===== src/rtl/wt_sched_pkg.sv =====
// rtl/wt_sched_pkg.sv - shared widths, FSM states and saturating-add helpers for the sum scheduler
package wt_sched_pkg;

  localparam int OPW   = 4;
  localparam int NOPS  = 4;
  localparam int TSUMW = 6;

  typedef enum logic [1:0] {
    IDLE = 2'd0,
    BUSY = 2'd1,
    RESP = 2'd2
  } state_t;

  // a + b clamped to the largest w-bit value
  function automatic logic [31:0] sat_add(input logic [31:0] a, input logic [31:0] b, input int w);
    logic [32:0] sum;
    logic [32:0] lim;
    lim = (33'd1 << w) - 33'd1;
    sum = {1'b0, a} + {1'b0, b};
    if (sum > lim) begin
      sat_add = lim[31:0];
    end else begin
      sat_add = sum[31:0];
    end
  endfunction

  // 1 when a + b does not fit in w bits
  function automatic logic add_ovf(input logic [31:0] a, input logic [31:0] b, input int w);
    logic [32:0] sum;
    logic [32:0] lim;
    lim = (33'd1 << w) - 33'd1;
    sum = {1'b0, a} + {1'b0, b};
    add_ovf = (sum > lim);
  endfunction

endpackage


===== src/rtl/wt_4_3p03p03p03p0.sv =====
// rtl/wt_4_3p03p03p03p0.sv - combinational 4-operand x 4-bit compressor tree producing a 6-bit sum
module wt_4_3p03p03p03p0
  import wt_sched_pkg::*;
(
  input  logic [NOPS*OPW-1:0] i_ops,
  output logic [TSUMW-1:0]    o_sum
);

  logic [OPW-1:0] w_a;
  logic [OPW-1:0] w_b;
  logic [OPW-1:0] w_c;
  logic [OPW-1:0] w_d;
  logic [OPW-1:0] w_s;
  logic [OPW-1:0] w_cy;

  assign w_a = i_ops[0*OPW +: OPW];
  assign w_b = i_ops[1*OPW +: OPW];
  assign w_c = i_ops[2*OPW +: OPW];
  assign w_d = i_ops[3*OPW +: OPW];

  // 3:2 carry-save layer folds three operands into sum + carry vectors
  assign w_s  = w_a ^ w_b ^ w_c;
  assign w_cy = (w_a & w_b) | (w_a & w_c) | (w_b & w_c);

  // final carry-propagate add with the fourth operand
  assign o_sum = TSUMW'(w_s) + (TSUMW'(w_cy) << 1) + TSUMW'(w_d);

endmodule


===== src/rtl/wt_rr_arbiter.sv =====
// rtl/wt_rr_arbiter.sv - round-robin pick of the first request at or after a pointer
module wt_rr_arbiter
  import wt_sched_pkg::*;
#(
  parameter int NREQ = 4,
  parameter int IDW  = 2
) (
  input  logic [NREQ-1:0] i_req,
  input  logic [IDW-1:0]  i_ptr,
  output logic [NREQ-1:0] o_grant,
  output logic [IDW-1:0]  o_idx,
  output logic            o_any
);

  // search from the pointer to the top first, then wrap round to index 0
  always_comb begin
    o_grant = '0;
    o_idx   = '0;
    o_any   = 1'b0;
    for (int j = 0; j < NREQ; j++) begin
      if (!o_any && i_req[j] && (j >= int'(i_ptr))) begin
        o_any      = 1'b1;
        o_grant[j] = 1'b1;
        o_idx      = IDW'(j);
      end
    end
    for (int j = 0; j < NREQ; j++) begin
      if (!o_any && i_req[j]) begin
        o_any      = 1'b1;
        o_grant[j] = 1'b1;
        o_idx      = IDW'(j);
      end
    end
  end

endmodule


===== src/rtl/wt_sum_scheduler.sv =====
// rtl/wt_sum_scheduler.sv - round-robin burst scheduler sharing one compressor tree, with saturating accumulation
module wt_sum_scheduler
  import wt_sched_pkg::*;
#(
  parameter int NREQ = 4,
  parameter int IDW  = 2,
  parameter int ACCW = 8,
  parameter int CNTW = 4
) (
  input  logic                     i_clk,
  input  logic                     i_rst_n,
  input  logic [NREQ-1:0]          i_req_valid,
  input  logic [NREQ-1:0]          i_req_last,
  input  logic [NREQ*NOPS*OPW-1:0] i_req_ops,
  output logic [NREQ-1:0]          o_req_ready,
  output logic                     o_rsp_valid,
  input  logic                     i_rsp_ready,
  output logic [IDW-1:0]           o_rsp_id,
  output logic [ACCW-1:0]          o_rsp_sum,
  output logic [CNTW-1:0]          o_rsp_beats,
  output logic                     o_rsp_ovf
);

  localparam int BEATW = NOPS * OPW;

  state_t            r_state;
  state_t            w_state_next;
  logic [IDW-1:0]    r_grant;
  logic [NREQ-1:0]   r_grant_oh;
  logic [IDW-1:0]    r_ptr;
  logic [ACCW-1:0]   r_acc;
  logic [CNTW-1:0]   r_cnt;
  logic              r_ovf;

  logic [NREQ-1:0]   w_arb_grant;
  logic [IDW-1:0]    w_arb_idx;
  logic              w_arb_any;
  logic [BEATW-1:0]  w_sel_ops;
  logic [TSUMW-1:0]  w_tree_sum;
  logic              w_beat_acc;
  logic              w_beat_last;

  wt_rr_arbiter #(
    .NREQ (NREQ),
    .IDW  (IDW)
  ) u_arb (
    .i_req   (i_req_valid),
    .i_ptr   (r_ptr),
    .o_grant (w_arb_grant),
    .o_idx   (w_arb_idx),
    .o_any   (w_arb_any)
  );

  // route the granted requester's operands into the shared tree
  always_comb begin
    w_sel_ops = '0;
    for (int i = 0; i < NREQ; i++) begin
      if (r_grant == IDW'(i)) begin
        w_sel_ops = i_req_ops[i*BEATW +: BEATW];
      end
    end
  end

  wt_4_3p03p03p03p0 u_tree (
    .i_ops (w_sel_ops),
    .o_sum (w_tree_sum)
  );

  assign w_beat_acc  = (r_state == BUSY) && |(i_req_valid & r_grant_oh);
  assign w_beat_last = |(i_req_last & r_grant_oh);

  // state register
  always_ff @(posedge i_clk or negedge i_rst_n) begin
    if (!i_rst_n) begin
      r_state <= IDLE;
    end else begin
      r_state <= w_state_next;
    end
  end

  // next-state and handshake outputs; grant stays locked in BUSY until the last beat
  always_comb begin
    w_state_next = r_state;
    o_req_ready  = '0;
    o_rsp_valid  = 1'b0;
    case (r_state)
      IDLE: begin
        if (w_arb_any) begin
          w_state_next = BUSY;
        end
      end
      BUSY: begin
        o_req_ready = r_grant_oh;
        if (w_beat_acc && w_beat_last) begin
          w_state_next = RESP;
        end
      end
      RESP: begin
        o_rsp_valid = 1'b1;
        if (i_rsp_ready) begin
          w_state_next = IDLE;
        end
      end
      default: begin
        w_state_next = IDLE;
      end
    endcase
  end

  // grant latch, saturating accumulate per beat, pointer advance after the response handshake
  always_ff @(posedge i_clk or negedge i_rst_n) begin
    if (!i_rst_n) begin
      r_grant    <= '0;
      r_grant_oh <= '0;
      r_ptr      <= '0;
      r_acc      <= '0;
      r_cnt      <= '0;
      r_ovf      <= 1'b0;
    end else begin
      if ((r_state == IDLE) && w_arb_any) begin
        r_grant    <= w_arb_idx;
        r_grant_oh <= w_arb_grant;
        r_acc      <= '0;
        r_cnt      <= '0;
        r_ovf      <= 1'b0;
      end
      if (w_beat_acc) begin
        r_acc <= ACCW'(sat_add(32'(r_acc), 32'(w_tree_sum), ACCW));
        r_cnt <= CNTW'(sat_add(32'(r_cnt), 32'd1, CNTW));
        r_ovf <= r_ovf
               | add_ovf(32'(r_acc), 32'(w_tree_sum), ACCW)
               | add_ovf(32'(r_cnt), 32'd1, CNTW);
      end
      if ((r_state == RESP) && i_rsp_ready) begin
        r_ptr <= (r_grant == IDW'(NREQ - 1)) ? '0 : r_grant + IDW'(1);
      end
    end
  end

  assign o_rsp_id    = r_grant;
  assign o_rsp_sum   = r_acc;
  assign o_rsp_beats = r_cnt;
  assign o_rsp_ovf   = r_ovf;

endmodule


===== config.mk =====
export PLATFORM = sky130hd
export DESIGN_NAME = wt_sum_scheduler
export DESIGN_NICKNAME = d
export VERILOG_FILES = /design/src/rtl/wt_sched_pkg.sv /design/src/rtl/wt_4_3p03p03p03p0.sv /design/src/rtl/wt_rr_arbiter.sv /design/src/rtl/wt_sum_scheduler.sv
export SDC_FILE = /design/constraint.sdc
export NUM_CORES = 1
export LEC_CHECK = 0
export CAP_MARGIN = 30
export CORE_MARGIN = 2
export CORE_UTILIZATION = 45
export DETAILED_ROUTE_END_ITERATION = 7
export PLACE_DENSITY_LB_ADDON = 0.2
export RECOVER_POWER = 50
export SYNTH_ARGS = -nofsm -noshare
export SYNTH_HDL_FRONTEND = slang
export SYNTH_SLANG_ARGS = --single-unit
export TNS_END_PERCENT = 30

===== constraint.sdc =====
create_clock -name i_clk -period 13.6 [get_ports i_clk]
set_clock_uncertainty 0.15 [all_clocks]
set_input_delay 1.36 -clock i_clk [delete_from_list [all_inputs] [get_ports i_clk]]
set_output_delay 1.36 -clock i_clk [all_outputs]
set_load 0.02 [all_outputs]

* Word level (Yosys, flattened, before mapping)
Index checks and enable logic that the tools add are counted.
Operators by class: eq/ne operators 8, reduce and logical (&&, ||, !) cells 27, order comparisons 5, muxes and demuxes 41, bitwise logic cells 11, $add $sub $neg 5
Operators by type and width (number):
- $mux W16 | 4
- $mux W8 | 3
- $and A4 B4 Y4 | 5
- $mux W2 | 10
- $mux W1 | 19
- $mux W4 | 4
- $logic_and A1 B1 Y1 | 14
- $add A8 B6 Y9 | 1
- $gt A9 B8 Y1 const B | 1
- $or A4 B4 Y4 | 2
- $reduce_or A4 Y1 | 2
- $xor A4 B4 Y4 | 2
- $logic_not A1 Y1 | 7
- $add A4 B5 Y6 | 1
- $add A6 B4 Y6 | 1
- $eq A2 B2 Y1 const B | 3
- $pmux W2 S3 | 1
- $add A4 B1 Y5 const B | 1
- $gt A5 B4 Y1 const B | 1
- $eq A2 B1 Y1 const B | 2
- $ge A1 B2 Y1 const A | 2
- $logic_not A2 Y1 | 2
- $ne A2 B2 Y1 const B | 2
- $reduce_and A3 Y1 | 1
- 5 further kinds | 6
Word-level totals: register bits 23, word-level logic and storage cells 104, output and inout bits 20

* Logic depth before layout (Yosys ltp)
word-level depth 29, depth in mapped cells 19

* Hierarchy
From an unflattened synthesis, not the netlist that was laid out.
Second synthesis, totals: cells, all modules 317, area, all modules 2458.6 µm²
Modules (own cells, without submodules):
- wt_sum_scheduler | times used 1, area an instance 1868.0 µm², cells each 239
- wt_4_3p03p03p03p0 | times used 1, area an instance 367.9 µm², cells each 45
- wt_rr_arbiter | times used 1, area an instance 222.7 µm², cells each 33

* Least setup slack after synthesis
Ideal clock, no wire load.
path kind input-to-reg, start point input i_req_ops[6], end point register r_acc[0], in the netlist o_rsp_sum[0], library setup time 0.135 ns, stages 14, data required time 13.315 ns, data arrival time 4.679 ns, slack 8.636 ns, path through nor2b_1 a221oi_1 nor3_1 a21oi_1 fa_1 inv_1 fa_1 fa_1 ha_1 fa_1 a21oi_1 o22ai_1 nor3b_2 a21oi_1
On the way: cells in the longest elaborated chain, start to end 13, elaborated cells between the ends (all ways) 16
Ends and longest elaborated chain:
- start, declared | line wt_sum_scheduler.sv:14 | input logic [NREQ*NOPS*OPW-1:0] i_req_ops,
- $mux W16 * (4 in series) | line wt_sum_scheduler.sv:58 | if (r_grant == IDW'(i)) begin
- $and A4 B4 Y4 | line wt_4_3p03p03p03p0.sv:23 | assign w_cy = (w_a & w_b) | (w_a & w_c) | (w_b & w_c);
- $or A4 B4 Y4 (2 in series) | line wt_4_3p03p03p03p0.sv:23
- $add A4 B5 Y6 * | line wt_4_3p03p03p03p0.sv:26 | assign o_sum = TSUMW'(w_s) + (TSUMW'(w_cy) << 1) + TSUMW'(w_d);
- $add A6 B4 Y6 * | line wt_4_3p03p03p03p0.sv:26
- $add A8 B6 Y9 * | line wt_sched_pkg.sv:19 | sum = {1'b0, a} + {1'b0, b};
- $gt A9 B8 Y1 * | line wt_sched_pkg.sv:20 | if (sum > lim) begin
- $mux W8 * | line wt_sched_pkg.sv:20
- $mux W8 * | line wt_sum_scheduler.sv:127 | if (w_beat_acc) begin
- end signal, assigned | line wt_sum_scheduler.sv:128 | r_acc <= ACCW'(sat_add(32'(r_acc), 32'(w_tree_sum), ACCW));
- end, declared | line wt_sum_scheduler.sv:31 | logic [ACCW-1:0] r_acc;
Mark *: on every way between the ends. The rest lies on a longest branch, timed or not. A chain may end at the register's enable or synchronous reset.

* Final worst setup path
start point register r_grant[1], in the netlist o_rsp_id[1], end point register r_acc[0], in the netlist o_rsp_sum[0]
On the way: cells in the longest elaborated chain, start to end 14, elaborated cells between the ends (all ways) 21
Ends and longest elaborated chain:
- start, declared | line wt_sum_scheduler.sv:28 | logic [IDW-1:0] r_grant;
- start signal, assigned | line wt_sum_scheduler.sv:121 | r_grant <= w_arb_idx;
- $logic_not A2 Y1 | line wt_sum_scheduler.sv:58
- $mux W16 (3 in series) | line wt_sum_scheduler.sv:58
- $mux W16 * | line wt_sum_scheduler.sv:58
- $and A4 B4 Y4 | line wt_4_3p03p03p03p0.sv:23
- $or A4 B4 Y4 (2 in series) | line wt_4_3p03p03p03p0.sv:23
- $add A4 B5 Y6 | line wt_4_3p03p03p03p0.sv:26
- $add A6 B4 Y6 * | line wt_4_3p03p03p03p0.sv:26
- $add A8 B6 Y9 * | line wt_sched_pkg.sv:19
- $gt A9 B8 Y1 | line wt_sched_pkg.sv:20
- $mux W8 * | line wt_sched_pkg.sv:20
- $mux W8 * | line wt_sum_scheduler.sv:127
Marked as above.

==> impl_metrics.json <==
{
  "wl_per_cell_um": 14.5,
  "placed_cell_area_um2": 3240,
  "drt_iter0_drc": 87,
  "io_pins": 95,
  "port_buffers": 94,
  "max_cap_viol_count": 0,
  "setup_viol": 0,
  "dp_cells": 408,
  "root_buffer": "clkbuf_8",
  "tightest_slew_ns": 0.937,
  "grt_max_degree": 33,
  "gp_congestion": 0.860,
  "die_y_um": 74.8,
  "ys_warn_count": 0,
  "clk_pin_slew_worst_paths_ns": 0.08,
  "synthArstFlopShare_pct": 100,
  "route.detailed.drc": 0,
  "ys.flop_type": "dfrtp_1",
  "cts_max_level": 1,
  "rsz0062_at_grt": "no",
  "drt-total-wl_mm": 5.99,
  "cts_tree": "yes",
  "ys_ff_latch": 23,
  "final.min_clock_period_ns": 5.42,
  "area_delta_synth_final_pct": 44.8,
  "synth_cells": 263,
  "hold_violations": 0,
  "fin_tns_setup_ns": 0,
  "cp_max_fo": 21,
  "die_w_um": 74.8,
  "dr.pass1.iters": 4,
  "rows": 25,
  "worstSetupPathType": "flip-flop to flip-flop",
  "die_area_um2": 5590,
  "outcome": "finished, final reports clean",
  "design_area_um2": 3260,
  "cts_resized": 0,
  "cts_inserted_buffers": 3,
  "first_global_vias": 2165,
  "grt_first_pass_wirelength_mm": 9.87,
  "multi_input_area_um2": 1500,
  "cp-start-kind": "flip-flop",
  "syn-cell-area_um2": 2250,
  "fmax_ghz": 0.184,
  "relSlewSlack_pct": 37.6,
  "worstPathArrival_ns": 5.41,
  "nFillCells": 417,
  "vias_per_cell": 5.50,
  "num_antenna_cells": 0,
  "hp-class": "flip-flop to flip-flop",
  "antenna_found_initial": 0,
  "fin_cells": 412,
  "drv_slew": 0,
  "clock_latency_ns": 0.26,
  "dp_hpwl_mm": 4.79,
  "fin_nets": 447,
  "postCtsSetupRepairBufs": 0,
  "post-route-period-util_pct": 39.9,
  "avgSynthCellArea_um2": 8.57,
  "start_util_pct": 47.1,
  "critical_path_required_ns": 13.58,
  "yosys.cell_types.count": 41,
  "syn_nets": 364,
  "gr-total-overflow": 0,
  "final_core_util_pct": 68.2,
  "synth-edff-count": 0,
  "grtUsageTotal_pct": 22.4,
  "drive_gt1_share_pct": 2.90,
  "vias": 2264,
  "synth-seq-area-share_pct": 25.5,
  "endpoint_kind": "flip-flop",
  "antenna_left": 0,
  "clock_sinks": 23,
  "fp.coreArea_um2": 4790,
  "cts_hold_buf": 0,
  "max-clock-path-buffers": 2,
  "regArea_um2": 576
}
worst paths after layout:
check,start,to,slack (ns),depth (start not counted)
worst max-delay path,o_rsp_id[1]$_DFFE_PN0P_,o_rsp_sum[0]$_DFFE_PN0P_,8.18,16
worst min-delay path,r_grant_oh[1]$_DFFE_PN0P_,r_grant_oh[1]$_DFFE_PN0P_,0.39,2
worst max register to register,o_rsp_id[1]$_DFFE_PN0P_,o_rsp_sum[0]$_DFFE_PN0P_,8.18,16
worst min register to register,r_grant_oh[1]$_DFFE_PN0P_,r_grant_oh[1]$_DFFE_PN0P_,0.39,2
max in group asynchronous,i_rst_n,r_ptr[1]$_DFFE_PN0P_,10.93,2
min in group asynchronous,i_rst_n,o_rsp_beats[0]$_DFFE_PN0P_,1.28,1
critical path, stage by stage, from the launching register on:
cell and delay, ns:
dfrtp_1 0.42, inv_1 0.09, ha_1 0.44, nor2b_1 0.81, a221oi_1 0.18, nor3_1 0.18, a21oi_1 0.08, fa_1 0.54
inv_1 0.05, fa_1 0.39, fa_1 0.48, ha_1 0.24, fa_1 0.41, a21oi_1 0.16, o22ai_1 0.12, nor3b_2 0.42
a21oi_1 0.13
cell type report:
class / count / share of cell area [%]
Inverter: 19 / 2.19
Tap cell: 67 / 2.57
Sequential cell: 23 / 17.6
Timing Repair Buffer: 97 / 30.3
Clock buffer: 4 / 1.38
Multi-Input combinational cell: 202 / 46.0
per-stage QoR:
step,setup WS [ns],hold slack (ns)
6_report,8.18,0.392
3_5_place_dp,7.88,0.377
5_1_grt,7.76,0.426
2_1_floorplan,8.64,0.333
3_3_place_gp,7.92,0.375
4_1_cts,8.11,0.399
metal layers:
layer  global-route usage (%)  share of wire, %  vias up
li1                         -                 -     1107
met1                     30.9                45     1062
met2                     37.5                45       91
met3                     3.35               9.4        4
met4                     5.56              0.87        0
met5                        0                 0        -
layout by cell type, fill, tap and decap left out, types with 3 or more instances in the layout:
cell type / instances
a21o_1: 3
a21oi_1: 35
a221oi_1: 17
a22o_1: 4
and2_1: 5
clkbuf_8: 3
clkdlybuf4s50_1: 84
dfrtp_1: 23
dlygate4sd3_1: 10
fa_1: 12
ha_1: 14
inv_1: 19
nand2_1: 21
nor2_1: 12
nor2b_1: 21
nor3_1: 9
o21ai_0: 9
o22ai_1: 3
o31ai_1: 8
synth_stat cells (2+ instances only):
master    count  share of area, %
a211oi_1      2              0.67
a21o_1        3               1.0
a21oi_1      35               7.8
a221oi_1     17               6.6
a22o_1        4               1.6
a31oi_1       2              0.56
and2_1        5               1.4
buf_2         4              0.89
buf_4         2              0.67
buf_6         3               1.5
clkbuf_1     10               1.7
dfrtp_1      23                26
fa_1         12                11
ha_1         14               7.8
inv_1        19               3.2
mux2_2        2               1.0
nand2_1      21               3.5
nand3_1       2              0.44
nand4_1       2              0.56
nor2_1       12               2.0
nor2b_1      21               5.8
nor3_1        9               2.0
o21a_1        2              0.67
o21ai_0       9               2.0
o21ai_1       2              0.44
o22ai_1       3              0.83
o31ai_1       8               2.7
xnor2_1       2              0.78
cell families (layout without fill, tap and decap cells):
logic type	Yosys count	in the layout	synth area share, %
AO/OA/AOI/OAI	92	92	27.5
AND/OR/NAND/NOR	78	78	18.0
buffers and inverters	38	120	7.88
adder cells (fa/ha/maj)	26	26	18.4
flip-flops	23	23	25.5
XOR/XNOR	3	3	1.17
multiplexers	3	3	1.44
flip-flops by register name, indices dropped and copies added (netlist names):
register,cells
o_rsp_sum,8
r_ptr,2
r_state,2
r_grant_oh,4
o_rsp_ovf,1
o_rsp_id,2
o_rsp_beats,4
Power is not shown: default switching activity piles up to over one toggle a cycle in this logic, so the estimate is an artifact.
